--- src/rtl/rs485_packet_rx_pkg.sv ---
// ---------------------------------------------------------------------------
// rs485_packet_rx_pkg
// Definitions shared by the RS485 packet receiver and its byte receiver.
//   ckrs_t           : clock/reset record (rising-edge clock, sync active-high
//                      reset)
//   CTRL_* / ST_*    : control and status register bit positions
//   rx_state_t       : byte receiver states
//   status_flags_t   : flag field of the status word, bits [20:16]
//   byte_mask()      : write-enable mask for a word holding n valid bytes
// ---------------------------------------------------------------------------
package rs485_packet_rx_pkg;

    typedef struct packed {
        logic clk;
        logic reset;
    } ckrs_t;

    localparam int CTRL_ENABLE = 0;
    localparam int CTRL_CLEAR  = 1;

    localparam int ST_COUNT_LSB = 0;
    localparam int ST_DONE      = 16;
    localparam int ST_OVERFLOW  = 17;
    localparam int ST_FERR      = 18;
    localparam int ST_BUSY      = 19;
    localparam int ST_PERR      = 20;

    typedef enum logic [2:0] {
        RX_IDLE,
        RX_START,
        RX_DATA,
        RX_PARITY,
        RX_STOP
    } rx_state_t;

    // Field order matches status bits 20 (msb) down to 16 (lsb).
    typedef struct packed {
        logic perr;
        logic busy;
        logic ferr;
        logic overflow;
        logic done;
    } status_flags_t;

    function automatic logic [3:0] byte_mask(input logic [1:0] nbytes);
        logic [3:0] m;
        m = 4'b0000;
        for (int i = 0; i < 4; i++) begin
            if (i < int'(nbytes)) m[i] = 1'b1;
        end
        return m;
    endfunction

endpackage

--- src/rtl/rs485_packet_rx_uart.sv ---
// ---------------------------------------------------------------------------
// rs485_uart_rx
// Asynchronous byte receiver: 2-FF input synchronizer, bit timer and frame
// FSM. Frames are 8N1, or 8E1 when RS485_RX_PARITY_EN is defined.
// Ports:
//   clk, srst    : clock, synchronous active-high reset
//   enable       : allows a new frame to start (a running frame completes)
//   abort        : drops any frame in flight and returns to idle
//   rx           : raw asynchronous receive line, idle high
//   byte_o       : received byte, valid while valid_o is high
//   valid_o      : one-cycle pulse in the stop-bit sample cycle of a good frame
//   ferr_o       : one-cycle pulse when the stop bit is sampled low
//   perr_o       : one-cycle pulse on even-parity mismatch (0 without parity)
//   line_idle_o  : receiver idle and synchronized line high
// ---------------------------------------------------------------------------
module rs485_uart_rx
    import rs485_packet_rx_pkg::*;
#(
    parameter int BAUD_DIV = 868
) (
    input  logic       clk,
    input  logic       srst,
    input  logic       enable,
    input  logic       abort,
    input  logic       rx,
    output logic [7:0] byte_o,
    output logic       valid_o,
    output logic       ferr_o,
    output logic       perr_o,
    output logic       line_idle_o
);

    localparam int TW = (BAUD_DIV > 1) ? $clog2(BAUD_DIV) : 1;
    localparam logic [TW-1:0] HALF_LOAD = TW'(BAUD_DIV / 2 - 1);
    localparam logic [TW-1:0] BIT_LOAD  = TW'(BAUD_DIV - 1);

    logic            rx_meta_reg;
    logic            rx_sync_reg;
    rx_state_t       state_reg, state_next;
    logic [TW-1:0]   timer_reg, timer_next;
    logic [2:0]      bit_cnt_reg, bit_cnt_next;
    logic [7:0]      shift_reg, shift_next;
`ifdef RS485_RX_PARITY_EN
    logic            par_bad_reg, par_bad_next;
`endif

    logic tick;
    assign tick = (timer_reg == '0);

    always_ff @(posedge clk) begin
        if (srst) begin
            rx_meta_reg <= 1'b1;
            rx_sync_reg <= 1'b1;
            state_reg   <= RX_IDLE;
            timer_reg   <= '0;
            bit_cnt_reg <= '0;
            shift_reg   <= '0;
`ifdef RS485_RX_PARITY_EN
            par_bad_reg <= 1'b0;
`endif
        end else begin
            rx_meta_reg <= rx;
            rx_sync_reg <= rx_meta_reg;
            state_reg   <= state_next;
            timer_reg   <= timer_next;
            bit_cnt_reg <= bit_cnt_next;
            shift_reg   <= shift_next;
`ifdef RS485_RX_PARITY_EN
            par_bad_reg <= par_bad_next;
`endif
        end
    end

    always_comb begin
        state_next   = state_reg;
        timer_next   = timer_reg;
        bit_cnt_next = bit_cnt_reg;
        shift_next   = shift_reg;
`ifdef RS485_RX_PARITY_EN
        par_bad_next = par_bad_reg;
`endif
        valid_o = 1'b0;
        ferr_o  = 1'b0;
        perr_o  = 1'b0;

        case (state_reg)
            RX_IDLE: begin
                if (enable && !rx_sync_reg) begin
                    state_next = RX_START;
                    timer_next = HALF_LOAD;
                end
            end
            RX_START: begin
                if (!tick) begin
                    timer_next = timer_reg - TW'(1);
                end else if (rx_sync_reg) begin
                    state_next = RX_IDLE;      // start-bit glitch, silently dropped
                end else begin
                    state_next   = RX_DATA;
                    timer_next   = BIT_LOAD;
                    bit_cnt_next = '0;
                end
            end
            RX_DATA: begin
                if (!tick) begin
                    timer_next = timer_reg - TW'(1);
                end else begin
                    shift_next   = {rx_sync_reg, shift_reg[7:1]};
                    timer_next   = BIT_LOAD;
                    bit_cnt_next = bit_cnt_reg + 3'd1;
                    if (bit_cnt_reg == 3'd7) begin
`ifdef RS485_RX_PARITY_EN
                        state_next = RX_PARITY;
`else
                        state_next = RX_STOP;
`endif
                    end
                end
            end
`ifdef RS485_RX_PARITY_EN
            RX_PARITY: begin
                if (!tick) begin
                    timer_next = timer_reg - TW'(1);
                end else begin
                    // Even parity: data bits plus parity bit must XOR to 0.
                    par_bad_next = ^{shift_reg, rx_sync_reg};
                    timer_next   = BIT_LOAD;
                    state_next   = RX_STOP;
                end
            end
`endif
            RX_STOP: begin
                if (!tick) begin
                    timer_next = timer_reg - TW'(1);
                end else begin
                    state_next = RX_IDLE;
                    if (!rx_sync_reg) begin
                        ferr_o = 1'b1;
`ifdef RS485_RX_PARITY_EN
                    end else if (par_bad_reg) begin
                        perr_o = 1'b1;
`endif
                    end else begin
                        valid_o = 1'b1;
                    end
                end
            end
            default: state_next = RX_IDLE;
        endcase

        if (abort) state_next = RX_IDLE;
    end

    assign byte_o      = shift_reg;
    assign line_idle_o = (state_reg == RX_IDLE) && rx_sync_reg;

endmodule

--- src/rtl/rs485_packet_rx.sv ---
// ---------------------------------------------------------------------------
// rs485_packet_rx
// Receives RS485 serial bytes, packs them little-endian into 32-bit words and
// writes them to the packet buffer. A packet ends after IDLE_BITS bit times
// of idle line; a partial word is then flushed with a byte-enable mask.
// Optional even parity: define RS485_RX_PARITY_EN.
// Ports:
//   ClkRs_ix   : clock (rising edge) and synchronous active-high reset
//   rx_i       : asynchronous receive line, idle high
//   buf_en_o   : buffer write strobe (one cycle per write)
//   buf_we_o   : per-byte write enables
//   buf_addr_o : word-aligned byte address
//   buf_din_o  : write data
//   control_i  : [0] enable, [1] clear (rising edge)
//   status_o   : [15:0] words written, [16] done, [17] overflow,
//                [18] framing error, [19] busy, [20] parity error
//   done_o     : one-cycle pulse when a packet terminates
// ---------------------------------------------------------------------------
module rs485_packet_rx
    import rs485_packet_rx_pkg::*;
#(
    parameter int BAUD_DIV  = 868,
    parameter int IDLE_BITS = 4,
    parameter int BUF_WORDS = 1024
) (
    input  ckrs_t       ClkRs_ix,
    input  logic        rx_i,
    output logic        buf_en_o,
    output logic [3:0]  buf_we_o,
    output logic [31:0] buf_addr_o,
    output logic [31:0] buf_din_o,
    input  logic [31:0] control_i,
    output logic [31:0] status_o,
    output logic        done_o
);

    localparam int IDLE_LIMIT = IDLE_BITS * BAUD_DIV;
    localparam int IW = $clog2(IDLE_LIMIT + 1);
    localparam int WW = $clog2(BUF_WORDS + 1);

    logic clk;
    logic srst;
    assign clk  = ClkRs_ix.clk;
    assign srst = ClkRs_ix.reset;

    logic enable;
    logic clear_prev_reg;
    logic clear_edge;
    logic ctrl_unused;
    assign enable      = control_i[CTRL_ENABLE];
    assign clear_edge  = control_i[CTRL_CLEAR] & ~clear_prev_reg;
    assign ctrl_unused = ^control_i[31:2];

    logic [7:0] rx_byte;
    logic       rx_valid;
    logic       rx_ferr;
    logic       rx_perr;
    logic       line_idle;

    rs485_uart_rx #(
        .BAUD_DIV (BAUD_DIV)
    ) u_uart_rx (
        .clk         (clk),
        .srst        (srst),
        .enable      (enable),
        .abort       (clear_edge),
        .rx          (rx_i),
        .byte_o      (rx_byte),
        .valid_o     (rx_valid),
        .ferr_o      (rx_ferr),
        .perr_o      (rx_perr),
        .line_idle_o (line_idle)
    );

    logic [WW-1:0] word_idx_reg,   word_idx_next;
    logic [1:0]    byte_idx_reg,   byte_idx_next;
    logic [31:0]   partial_reg,    partial_next;
    logic [IW-1:0] idle_cnt_reg,   idle_cnt_next;
    logic          have_bytes_reg, have_bytes_next;
    logic          done_reg,       done_next;
    logic          ovf_reg,        ovf_next;
    logic          ferr_reg,       ferr_next;
    logic          perr_reg,       perr_next;
    logic          buf_en_reg,     buf_en_next;
    logic [3:0]    buf_we_reg,     buf_we_next;
    logic [31:0]   buf_addr_reg,   buf_addr_next;
    logic [31:0]   buf_din_reg,    buf_din_next;
    logic          done_pulse_reg, done_pulse_next;

    logic        idle_expire;
    logic [31:0] word_addr;
    assign idle_expire = have_bytes_reg && !done_reg && (idle_cnt_reg == IW'(IDLE_LIMIT));
    assign word_addr   = 32'(word_idx_reg) << 2;

    always_ff @(posedge clk) begin
        if (srst) begin
            clear_prev_reg <= 1'b0;
            word_idx_reg   <= '0;
            byte_idx_reg   <= '0;
            partial_reg    <= '0;
            idle_cnt_reg   <= '0;
            have_bytes_reg <= 1'b0;
            done_reg       <= 1'b0;
            ovf_reg        <= 1'b0;
            ferr_reg       <= 1'b0;
            perr_reg       <= 1'b0;
            buf_en_reg     <= 1'b0;
            buf_we_reg     <= '0;
            buf_addr_reg   <= '0;
            buf_din_reg    <= '0;
            done_pulse_reg <= 1'b0;
        end else begin
            clear_prev_reg <= control_i[CTRL_CLEAR];
            word_idx_reg   <= word_idx_next;
            byte_idx_reg   <= byte_idx_next;
            partial_reg    <= partial_next;
            idle_cnt_reg   <= idle_cnt_next;
            have_bytes_reg <= have_bytes_next;
            done_reg       <= done_next;
            ovf_reg        <= ovf_next;
            ferr_reg       <= ferr_next;
            perr_reg       <= perr_next;
            buf_en_reg     <= buf_en_next;
            buf_we_reg     <= buf_we_next;
            buf_addr_reg   <= buf_addr_next;
            buf_din_reg    <= buf_din_next;
            done_pulse_reg <= done_pulse_next;
        end
    end

    always_comb begin
        word_idx_next   = word_idx_reg;
        byte_idx_next   = byte_idx_reg;
        partial_next    = partial_reg;
        idle_cnt_next   = idle_cnt_reg;
        have_bytes_next = have_bytes_reg;
        done_next       = done_reg;
        ovf_next        = ovf_reg;
        ferr_next       = ferr_reg;
        perr_next       = perr_reg;
        buf_en_next     = 1'b0;
        buf_we_next     = 4'b0000;
        buf_addr_next   = buf_addr_reg;
        buf_din_next    = buf_din_reg;
        done_pulse_next = 1'b0;

        if (clear_edge) begin
            // Clear overrides everything this cycle, including a pending write.
            word_idx_next   = '0;
            byte_idx_next   = '0;
            partial_next    = '0;
            idle_cnt_next   = '0;
            have_bytes_next = 1'b0;
            done_next       = 1'b0;
            ovf_next        = 1'b0;
            ferr_next       = 1'b0;
            perr_next       = 1'b0;
        end else begin
            if (rx_ferr) ferr_next = 1'b1;
            if (rx_perr) perr_next = 1'b1;

            if (idle_expire) begin
                done_next       = 1'b1;
                done_pulse_next = 1'b1;
                have_bytes_next = 1'b0;
                idle_cnt_next   = '0;
                byte_idx_next   = '0;
                partial_next    = '0;
                if (byte_idx_reg != 2'd0) begin
                    buf_en_next   = 1'b1;
                    buf_we_next   = byte_mask(byte_idx_reg);
                    buf_addr_next = word_addr;
                    buf_din_next  = partial_reg;
                    word_idx_next = word_idx_reg + WW'(1);
                end
            end else if (rx_valid && !done_reg) begin
                have_bytes_next = 1'b1;
                idle_cnt_next   = '0;
                if (word_idx_reg == WW'(BUF_WORDS)) begin
                    ovf_next = 1'b1;
                end else begin
                    partial_next[{byte_idx_reg, 3'b000} +: 8] = rx_byte;
                    if (byte_idx_reg == 2'd3) begin
                        buf_en_next   = 1'b1;
                        buf_we_next   = 4'b1111;
                        buf_addr_next = word_addr;
                        buf_din_next  = partial_next;
                        partial_next  = '0;
                        byte_idx_next = '0;
                        word_idx_next = word_idx_reg + WW'(1);
                    end else begin
                        byte_idx_next = byte_idx_reg + 2'd1;
                    end
                end
            end else if (have_bytes_reg && !done_reg && line_idle) begin
                idle_cnt_next = idle_cnt_reg + IW'(1);
            end else begin
                idle_cnt_next = '0;
            end
        end
    end

    status_flags_t flags;
    assign flags = '{perr: perr_reg, busy: have_bytes_reg, ferr: ferr_reg,
                     overflow: ovf_reg, done: done_reg};

    assign status_o   = {11'b0, flags, 16'(word_idx_reg)};
    assign buf_en_o   = buf_en_reg;
    assign buf_we_o   = buf_we_reg;
    assign buf_addr_o = buf_addr_reg;
    assign buf_din_o  = buf_din_reg;
    assign done_o     = done_pulse_reg;

endmodule
--- config.mk ---
export PLATFORM = sky130hd
export DESIGN_NAME = rs485_packet_rx
export DESIGN_NICKNAME = d
export VERILOG_FILES = /design/src/rtl/rs485_packet_rx_pkg.sv /design/src/rtl/rs485_packet_rx_uart.sv /design/src/rtl/rs485_packet_rx.sv
export SDC_FILE = /design/constraint.sdc
export NUM_CORES = 1
export LEC_CHECK = 0
export BUFFER_PORTS_ARGS = -buffer_cell sky130_fd_sc_hd__clkbuf_2
export CORE_UTILIZATION = 40
export CTS_BUF_LIST = sky130_fd_sc_hd__clkbuf_4 sky130_fd_sc_hd__clkbuf_8
export CTS_CLUSTER_DIAMETER = 50
export DETAILED_ROUTE_END_ITERATION = 6
export MAX_ROUTING_LAYER = met4
export PLACE_DENSITY_LB_ADDON = 0.05
export SETUP_SLACK_MARGIN = 0.15
export SLEW_MARGIN = 10
export SYNTH_ARGS = -nofsm -noshare
export SYNTH_HDL_FRONTEND = slang
export SYNTH_HIERARCHICAL = 1
export SYNTH_SLANG_ARGS = --single-unit
--- constraint.sdc ---
create_clock -name ClkRs_ix -period 6.45 [get_ports ClkRs_ix]
set_input_delay 0.645 -clock ClkRs_ix [delete_from_list [all_inputs] [get_ports ClkRs_ix]]
set_output_delay 0.645 -clock ClkRs_ix [all_outputs]
set_load 0.02 [all_outputs]
==> results of run 1 <==
path summary, 6_finish.rpt:
check	startpoint	end	slack, ps	cells after the start
max	ClkRs_ix[0]	partial_reg[28]	1930	12
min	ClkRs_ix[0]	u_uart_rx/byte_o[0]	10	3
max reg2reg	u_uart_rx/timer_reg[0]	buf_din_o[30]	2350	11
min reg2reg	u_uart_rx/rx_meta_reg	u_uart_rx/rx_sync_reg	410	1
critical path, stage by stage:
cell and delay (ps):
sky130_fd_sc_hd__clkbuf_8 170, sky130_fd_sc_hd__clkbuf_8 180, sky130_fd_sc_hd__nor2_1 130, sky130_fd_sc_hd__clkbuf_8 140, sky130_fd_sc_hd__clkbuf_8 120, sky130_fd_sc_hd__nand2_1 50
sky130_fd_sc_hd__clkbuf_8 170, sky130_fd_sc_hd__clkbuf_8 180, sky130_fd_sc_hd__nor2_1 150, sky130_fd_sc_hd__clkbuf_8 160, sky130_fd_sc_hd__clkbuf_8 120, sky130_fd_sc_hd__and2_1 120
logic make-up after synthesis:
family | Yosys count
adder cells (fa/ha/maj) | 14
AND/OR/NAND/NOR | 288
XOR/XNOR | 10
buffers and inverters | 125
other | 2
flip-flops | 137
multiplexers | 2
AO/OA/AOI/OAI | 237
power groups by stage:
stage | Combinational [mW] | Clock (mW) | Sequential [mW]
floorplan | 0.341 | 0.223 | 0.926
global placement | 0.388 | 0.0949 | 0.935
detailed placement | 0.389 | 0.0949 | 0.936
CTS | 0.393 | 1.53 | 0.916
global route | 0.434 | 1.60 | 0.924
finish | 0.396 | 1.47 | 0.918
metal layers:
metal  wire length, um  part of all wire (%)  GRT usage [%]
met2              8120                    47           30.1
met3              1230                   7.1           16.0
met5                 0                     0              -
met4               368                   2.1           22.7
met1              7510                    44           22.1
area by class of cell:
class	count	area, um^2	share of cell area, %
clock buffers	52	678	8.76
well taps	216	270	3.49
inverters	24	90.1	1.16
clock inverters	15	188	2.42
repair buffers	76	400	5.17
multi-input cells	589	3370	43.5
flip-flops and latches	137	2740	35.4
layout by cell type, fill, tap and decap left out, types with 7 or more instances in the layout:
master / count
sky130_fd_sc_hd__a211oi_1: 8
sky130_fd_sc_hd__a21oi_1: 120
sky130_fd_sc_hd__a31oi_1: 7
sky130_fd_sc_hd__and2_1: 12
sky130_fd_sc_hd__and3_1: 9
sky130_fd_sc_hd__and4_1: 8
sky130_fd_sc_hd__buf_4: 8
sky130_fd_sc_hd__clkbuf_2: 68
sky130_fd_sc_hd__clkbuf_8: 46
sky130_fd_sc_hd__conb_1: 38
sky130_fd_sc_hd__dfxtp_1: 137
sky130_fd_sc_hd__ha_1: 13
sky130_fd_sc_hd__inv_1: 23
sky130_fd_sc_hd__nand2_1: 61
sky130_fd_sc_hd__nand3_1: 16
sky130_fd_sc_hd__nor2_1: 76
sky130_fd_sc_hd__nor2b_1: 30
sky130_fd_sc_hd__nor3_1: 34
sky130_fd_sc_hd__o2111ai_1: 24
sky130_fd_sc_hd__o21ai_0: 42
sky130_fd_sc_hd__or4_1: 7
sky130_fd_sc_hd__xor2_1: 7
==> impl_summary.txt, run 1 <==
----------------------------------------------------
[Floorplanning]
  Vertical extent of the die ... 131 um
  Core ar. ... 16,100 um^2
  Row count ... 46
  # IOs ... 137
  Starting density of the core ... 41.3%
  Die X-Extent ... 131 um
  Die Footprint ... 17,100 um^2

[Worst setup path]
  Type of origin of the critical path ... clock port
  Crit Path Class ... clk2reg
  Data required time at the worst endpoint ... 6830 ps
  Maximum fanout encountered on the critical timing path ... 13
  Arrival time at the worst endpoint ... 4910 ps
  Nature of the critical path endpoint ... register

[Logic synthesis]
  Share of the synthesized area in the top cell type ... 41.3%
  Synthesis-stage register bit count ... 137
  Ys flop type ... sky130_fd_sc_hd__dfxtp_1
  Leading post-synthesis cells by cell area ... sky130_fd_sc_hd__dfxtp_1, sky130_fd_sc_hd__a21oi_1, sky130_fd_sc_hd__buf_4
  Cell taking the most area after synthesis ... sky130_fd_sc_hd__dfxtp_1
  Number of synthesis warnings ... 6
  Fraction of synthesis flops using an asynchronous set or reset pin ... 0%
  Multiplexer share of the synthesized area ... 0.302%
  Sequential area share after synthesis ... 41.3%
  Largest family of logic cells by synthesized area ... simple AND/OR/NAND/NOR gates
  Post-synth EDFFs ... 0
  Post-synthesis average cell area ... 8.15 um^2
  Post-Synthesis Cells ... 815
  Number of distinct standard cells referenced by the synthesized netlist ... 62
  Area share of fa/ha/maj cells after synthesis ... 2.60%
  Post-synthesis instance area ... 6640 um^2
  Most frequent cells after synthesis ... sky130_fd_sc_hd__dfxtp_1, sky130_fd_sc_hd__a21oi_1, sky130_fd_sc_hd__nor2_1
  Area share of and/or/nand/nor cells after synthesis ... 22.6%
  Parity-gate share of the synthesized area counting xor and xnor cells ... 1.32%
  Share of the synthesized area in compound gates (AO/OA/AOI/OAI) ... 21.8%
  Most frequent cell after synthesis ... sky130_fd_sc_hd__dfxtp_1

[Global route]
  Number of global-route vias before repair ... 6,466
  Wire length of the first global-routing pass ... 27,900 um
  Total routing resource utilization after global routing ... 23.1%
  Remaining global-route overflow ... 0
  Maximum number of pins on one net before global-route repair ... 65
  Number of antenna violations at the first check in global routing ... 0

[Power and ir drop]
  Switching part of the total ... 35.4%
  Power share of the clock group ... 52.8%
  Portion of total power attributed to combinational logic ... 14.2%
  Sequential Power Share ... 33.0%
  Switching power total ... 0.986 mW
  Maximum vdd ir drop ... 215 uV
  Total Power ... 2.78 mW
  Static Leak ... 3.06 nW
  Power Dens Cells ... 359 nW/um^2
  Internal power summed over all cells ... 1.80 mW

[Final layout]
  Number of antenna repair diodes ... 0
  Cell area after layout ... 7740 um^2
  Final nets ... 917
  Cell Count, Final, Fillers Out ... 1,109
  Post-synthesis to final-layout area growth ... 16.6%
  Proportion of layout cells with a drive suffix above 1 ... 17.4%
  Final core utilization ... 48.2%
  Filler instances ... 1,563

[Job]
  Count of max-cap constraint violations ... 0

[Route]
  Avg WL per Cell ... 15.5 um
  Via count ... 6,034
  DRC violation total after the first TritonRoute iteration ... 403
  Pre-antenna DRT Iters ... 5
  Detailed-route wire length ... 17,200 um
  Post-DRT Antenna Nets ... 0
  Drt via density ... 5.44
  Detailed-route DRC error count ... 0

[STA]
  Final worst clock skew ... 11.5 ps
  Count of final max-slew check failures ... 0
  Min setup slack post-route ... 1930 ps
  Number of endpoints with negative hold slack in the final report ... 0
  RSZ-0062 raised after global routing ... no
  Setup TNS ... 0 ps
  Final hold slack ... 11.2 ps
  Final setup viols ... 0
  Normalized max-slew margin ... 29.2%
  Worst Max-Slew Pin Slew ... 1060 ps

[Status]
  Outcome ... completed

[Clock tree]
  Worst-Skew Late Latency ... 440 ps
  TritonCTS clock tree ... yes
  Post-CTS setup buffer count ... 0
  Clock input transition at the sequential cells of the worst setup and hold paths ... 80 ps
  Hold Buf Count CTS ... 0
  Number of gates resized after CTS ... 0

[Place]
  Total half-perimeter wirelength after legalization and detailed placement ... 10,600 um
  Placed Instances ... 1,042
  Gp weighted congestion ... 0.814
  DP Area ... 6870 um^2
  Post-place setup slack ... 2080 ps
  Number of port buffers ... 68

[Min path]
  Path category of the worst min-delay check ... clk2reg

----------------------------------------------------
Power figures use the tool's default switching activity.
==> inputs of run 2 (changes only) <==
- clock period: 6.45 -> 4.5 ns (I/O delays scaled with it)
==> impl_summary.txt, run 2 (same netlist as run 1, synthesis figures left out) <==
----------------------------------------------------
[Final layout]
  Filler instances ... 1,553
  Cell Count, Final, Fillers Out ... 1,112
  Sequential standard cell area ... 2740 um^2
  Most common cell after layout, fill and taps aside ... sky130_fd_sc_hd__dfxtp_1
  Final nets ... 920
  Post-synthesis to final-layout area growth ... 16.6%
  Number of antenna repair diodes ... 0
  Most used cells in the layout excluding fill and tap cells ... sky130_fd_sc_hd__dfxtp_1, sky130_fd_sc_hd__a21oi_1, sky130_fd_sc_hd__nor2_1, sky130_fd_sc_hd__clkbuf_2, sky130_fd_sc_hd__nand2_1
  Area used by multi-input combinational logic ... 3380 um^2
  Proportion of layout cells with a drive suffix above 1 ... 17.7%

[Global route]
  Met2 global-route usage ... 31.9%
  Maximum number of pins on one net before global-route repair ... 54
  Total routing resource utilization after global routing ... 24.3%
  Met1 Usage GRT ... 23.2%
  Number of global-route vias before repair ... 6,411
  Number of antenna violations at the first check in global routing ... 0
  Most used routing layer in global routing ... met2
  Routing usage on met3 ... 16.0%
  Remaining global-route overflow ... 0
  Wire length of the first global-routing pass ... 28,800 um

[STA]
  Min setup slack post-route ... 821 ps
  Worst Max-Slew Pin Slew ... 1030 ps
  Final hold slack ... 2.50 ps
  Setup TNS ... 0 ps
  Maximum operating frequency ... 272 MHz
  Fin crit share ... 81.7%
  Final worst clock skew ... 13.2 ps
  Number of endpoints with negative hold slack in the final report ... 0
  Final setup viols ... 0
  Count of final max-slew check failures ... 0
  Normalized max-slew margin ... 31.7%
  Min Tclk post-route ... 3680 ps
  RSZ-0062 raised after global routing ... no

[Route]
  Avg WL per Cell ... 15.9 um
  Drt via density ... 5.42
  Via count ... 6,024
  Detailed-route DRC error count ... 0
  Post-DRT Antenna Nets ... 0
  DRC violation total after the first TritonRoute iteration ... 376
  Detailed-route wire length ... 17,700 um
  Pre-antenna DRT Iters ... 5

[Worst setup path]
  Arrival time at the worst endpoint ... 4000 ps
  Nature of the critical path endpoint ... register
  Maximum fanout encountered on the critical timing path ... 30
  Crit Path Class ... reg2reg
  Type of origin of the critical path ... register
  Worst setup startpoint ... u_uart_rx/timer_reg[0]
  Number of cells traversed by the worst register-to-register path ... 10
  Worst reg2reg path startpoint ... u_uart_rx/timer_reg[0]
  Data required time at the worst endpoint ... 4820 ps

[Floorplanning]
  Row count ... 46
  Vertical extent of the die ... 131 um
  Core ar. ... 16,100 um^2
  Die Footprint ... 17,100 um^2
  Die X-Extent ... 131 um
  # IOs ... 137
  Starting density of the core ... 41.3%

[Power and ir drop]
  Power Dens Cells ... 507 nW/um^2
  Total Power ... 3.93 mW
  Maximum vdd ir drop ... 290 uV
  Sequential Power Share ... 33.5%
  Switching part of the total ... 36.6%
  Internal power summed over all cells ... 2.49 mW
  Static Leak ... 3.07 nW
  Portion of total power attributed to combinational logic ... 14.5%
  Switching power total ... 1.44 mW
  Power share of the clock group ... 51.9%

[Clock tree]
  TritonCTS clock tree ... yes
  Post-CTS setup buffer count ... 0
  Number of gates resized after CTS ... 0
  Worst-Skew Late Latency ... 450 ps
  Clock input transition at the sequential cells of the worst setup and hold paths ... 80 ps
  Hold Buf Count CTS ... 0

[Min path]
  Hold path cells ... 3
  Worst hold start ... ClkRs_ix[0]
  Path category of the worst min-delay check ... clk2reg

[Place]
  Placed Instances ... 1,045
  Number of port buffers ... 68
  Gp weighted congestion ... 0.773
  Post-place setup slack ... 863 ps
  Total half-perimeter wirelength after legalization and detailed placement ... 11,100 um

[Job]
  Count of max-cap constraint violations ... 0

[Status]
  Outcome ... completed

----------------------------------------------------
## run 2: power groups by stage
stage	sequential [mW]	clock, mW	combinational (mW)
2_1_floorplan	1.33	0.319	0.489
3_3_place_gp	1.34	0.136	0.555
3_5_place_dp	1.34	0.136	0.561
4_1_cts	1.32	2.13	0.564
5_1_grt	1.32	2.22	0.630
6_report	1.32	2.04	0.570
## run 2: path summary, 6_finish.rpt
kind	endpoint	slack, ps
setup reg to reg	buf_din_o[31]	820
setup / recovery	buf_din_o[31]	820
hold / removal	buf_din_o[0]	3
hold reg to reg	u_uart_rx/rx_sync_reg	420
## run 2: cell type report
type                       count  share of cell area [%]
inverter                      24                    1.16
multi-input combinational    589                    43.6
tap                          216                    3.49
sequential                   137                    35.4
clock inverter                20                    2.75
timing repair buffer          79                    5.46
clock buffer                  47                    8.11
## run 2: per-stage QoR
step	instance area (um^2)	utilization [%]
floorplan	6770	-
global placement	6900	42.9
detailed placement	6900	43.0
CTS	7740	48.2
global route	7740	48.2
finish	7740	48.2
## run 2: critical path, cell delays in order, from the launching register on
cell	delay, ps
sky130_fd_sc_hd__dfxtp_1	350
sky130_fd_sc_hd__inv_1	70
sky130_fd_sc_hd__ha_1	240
sky130_fd_sc_hd__nor4b_4	450
sky130_fd_sc_hd__nand3_4	210
sky130_fd_sc_hd__nor3_1	290
sky130_fd_sc_hd__inv_1	120
sky130_fd_sc_hd__a311o_2	440
sky130_fd_sc_hd__o22a_1	590
sky130_fd_sc_hd__a2111oi_0	700
sky130_fd_sc_hd__a211oi_1	100
## run 2: per-layer routing
| metal | share of wire (%) | routed length [um] |
|---|---|---|
| met1 | 43 | 7640 |
| met2 | 48 | 8520 |
| met3 | 6.5 | 1160 |
| met4 | 2.3 | 402 |
| met5 | 0 | 0 |
==> inputs of run 3 (changes only) <==
- clock period: 4.5 -> 3.36 ns (I/O delays scaled with it)
==> impl_summary.txt, run 3 (same netlist as run 1, synthesis figures left out) <==
----------------------------------------------------
[Final layout]
  Filler instances ... 1,543
  Cell Count, Final, Fillers Out ... 1,118
  Area used by multi-input combinational logic ... 3400 um^2
  Number of antenna repair diodes ... 0
  Most common cell after layout, fill and taps aside ... sky130_fd_sc_hd__dfxtp_1
  Proportion of layout cells with a drive suffix above 1 ... 18.7%
  Final nets ... 927
  Post-synthesis to final-layout area growth ... 19.2%
  Most used cells in the layout excluding fill and tap cells ... sky130_fd_sc_hd__dfxtp_1, sky130_fd_sc_hd__a21oi_1, sky130_fd_sc_hd__nor2_1, sky130_fd_sc_hd__clkbuf_2, sky130_fd_sc_hd__nand2_1
  Sequential standard cell area ... 2740 um^2

[Route]
  Detailed-route DRC error count ... 0
  Via count ... 6,073
  Post-DRT Antenna Nets ... 0
  DRC violation total after the first TritonRoute iteration ... 331
  Drt via density ... 5.43
  Detailed-route wire length ... 17,900 um
  Pre-antenna DRT Iters ... 5
  Avg WL per Cell ... 16.0 um

[Worst setup path]
  Critical path buffers and inverters ... 8
  Nature of the critical path endpoint ... register
  Delay of the slowest critical-path stage ... 180 ps
  CP dominant cell by count ... sky130_fd_sc_hd__clkbuf_8
  CP max stage cell ... sky130_fd_sc_hd__clkbuf_8
  CP cell instances ... clkbuf_8 > clkbuf_8 > nor2_1 > clkbuf_8 > clkbuf_8 > nand2_1 > clkbuf_8 > clkbuf_8 > nor2_1 > clkbuf_8 > clkbuf_8 > and2_1
  Maximum fanout encountered on the critical timing path ... 13
  Type of origin of the critical path ... clock port
  Top delay family on crit path ... buffers and inverters
  Arrival time at the worst endpoint ... 3350 ps
  Data required time at the worst endpoint ... 3750 ps
  Crit Path Class ... clk2reg

[STA]
  Final hold slack ... 18.4 ps
  Min Tclk post-route ... 2970 ps
  Normalized max-slew margin ... 54.2%
  Final worst clock skew ... 12.9 ps
  Setup TNS ... 0 ps
  RSZ-0062 raised after global routing ... no
  Maximum operating frequency ... 338 MHz
  Count of final max-slew check failures ... 0
  Number of endpoints with negative hold slack in the final report ... 0
  Fin crit share ... 88.3%
  Worst Max-Slew Pin Slew ... 683 ps
  Final setup viols ... 0

[Floorplanning]
  Row count ... 46
  Starting density of the core ... 41.3%
  Vertical extent of the die ... 131 um
  # IOs ... 137
  Die Footprint ... 17,100 um^2
  Core ar. ... 16,100 um^2
  Die X-Extent ... 131 um

[Global route]
  Number of global-route vias before repair ... 6,380
  Remaining global-route overflow ... 0
  Maximum number of pins on one net before global-route repair ... 56
  Number of antenna violations at the first check in global routing ... 0
  Total routing resource utilization after global routing ... 24.0%
  Wire length of the first global-routing pass ... 28,500 um

[Place]
  Placed Instances ... 1,052
  Gp weighted congestion ... 0.778
  Total half-perimeter wirelength after legalization and detailed placement ... 11,200 um
  Number of port buffers ... 68

[Clock tree]
  Clock input transition at the sequential cells of the worst setup and hold paths ... 70 ps
  Hold Buf Count CTS ... 0
  Post-CTS setup buffer count ... 0
  TritonCTS clock tree ... yes
  Worst-Skew Late Latency ... 450 ps

[Min path]
  Path category of the worst min-delay check ... clk2reg

[Power and ir drop]
  Maximum vdd ir drop ... 378 uV
  Power Dens Cells ... 705 nW/um^2
  Static Leak ... 3.14 nW
  Total Power ... 5.58 mW

[Job]
  Count of max-cap constraint violations ... 0

[Status]
  Outcome ... completed

----------------------------------------------------
run 3: where the power goes:
| group | switching, mW | internal (mW) | total, mW | leakage [nW] |
|---|---|---|---|---|
| clock network | 1.34 | 1.62 | 2.96 | 0.704 |
| logic | 0.580 | 0.283 | 0.862 | 1.33 |
| registers | 0.0698 | 1.69 | 1.76 | 1.10 |
| total | 1.99 | 3.59 | 5.58 | 3.14 |
run 3: what timing repair did:
item                                    in CTS  in global routing
endpoints found under the setup margin       5                 52
endpoints found under the hold margin        0                  0
resized for setup                            1                  7
run 3: worst register-to-register path, stage by stage, from the launching register on:
cell,delay [ps]
sky130_fd_sc_hd__dfxtp_1,350
sky130_fd_sc_hd__inv_1,70
sky130_fd_sc_hd__ha_2,210
sky130_fd_sc_hd__nor4b_4,300
sky130_fd_sc_hd__nand3_4,130
sky130_fd_sc_hd__nor3_4,210
sky130_fd_sc_hd__inv_1,90
sky130_fd_sc_hd__a311o_2,400
sky130_fd_sc_hd__o22a_4,290
sky130_fd_sc_hd__buf_12,180
sky130_fd_sc_hd__or4_1,500
sky130_fd_sc_hd__a21oi_1,170
run 3: per-layer routing:
metal / global-route usage, % / part of all wire (%)
met1: 22.7 / 44
met2: 30.8 / 46
met3: 16.2 / 6.6
met4: 25.4 / 3.0
met5: - / 0
run 3: worst paths after layout:
kind / from / to / slack (ps) / cells after the start
worst min register to register: u_uart_rx/rx_meta_reg / u_uart_rx/rx_sync_reg / 420 / 1
worst max register to register: u_uart_rx/timer_reg[0] / word_idx_reg[4] / 400 / 11
worst min-delay path: ClkRs_ix[0] / buf_addr_o[12] / 20 / 3
worst max-delay path: ClkRs_ix[0] / partial_reg[30] / 390 / 12
run 3: final cells by class:
type                            count  area share [%]
Tap cell                          216            3.41
Clock buffer                       49            8.04
Timing Repair Buffer               86            6.37
Inverter                           24            1.14
Sequential cell                   137            34.6
Clock inverter                     17            3.40
Multi-Input combinational cell    589            43.0
run 3: through the flow:
stage / setup slack (ps) / area, um^2 / utilization (%)
finish: 393 / 7920 / 49.3
global route: 151 / 7920 / 49.3
CTS: 201 / 7890 / 49.1
detailed placement: 192 / 6970 / 43.4
global placement: 205 / 6970 / 43.4
floorplan: 630 / 6770 / -
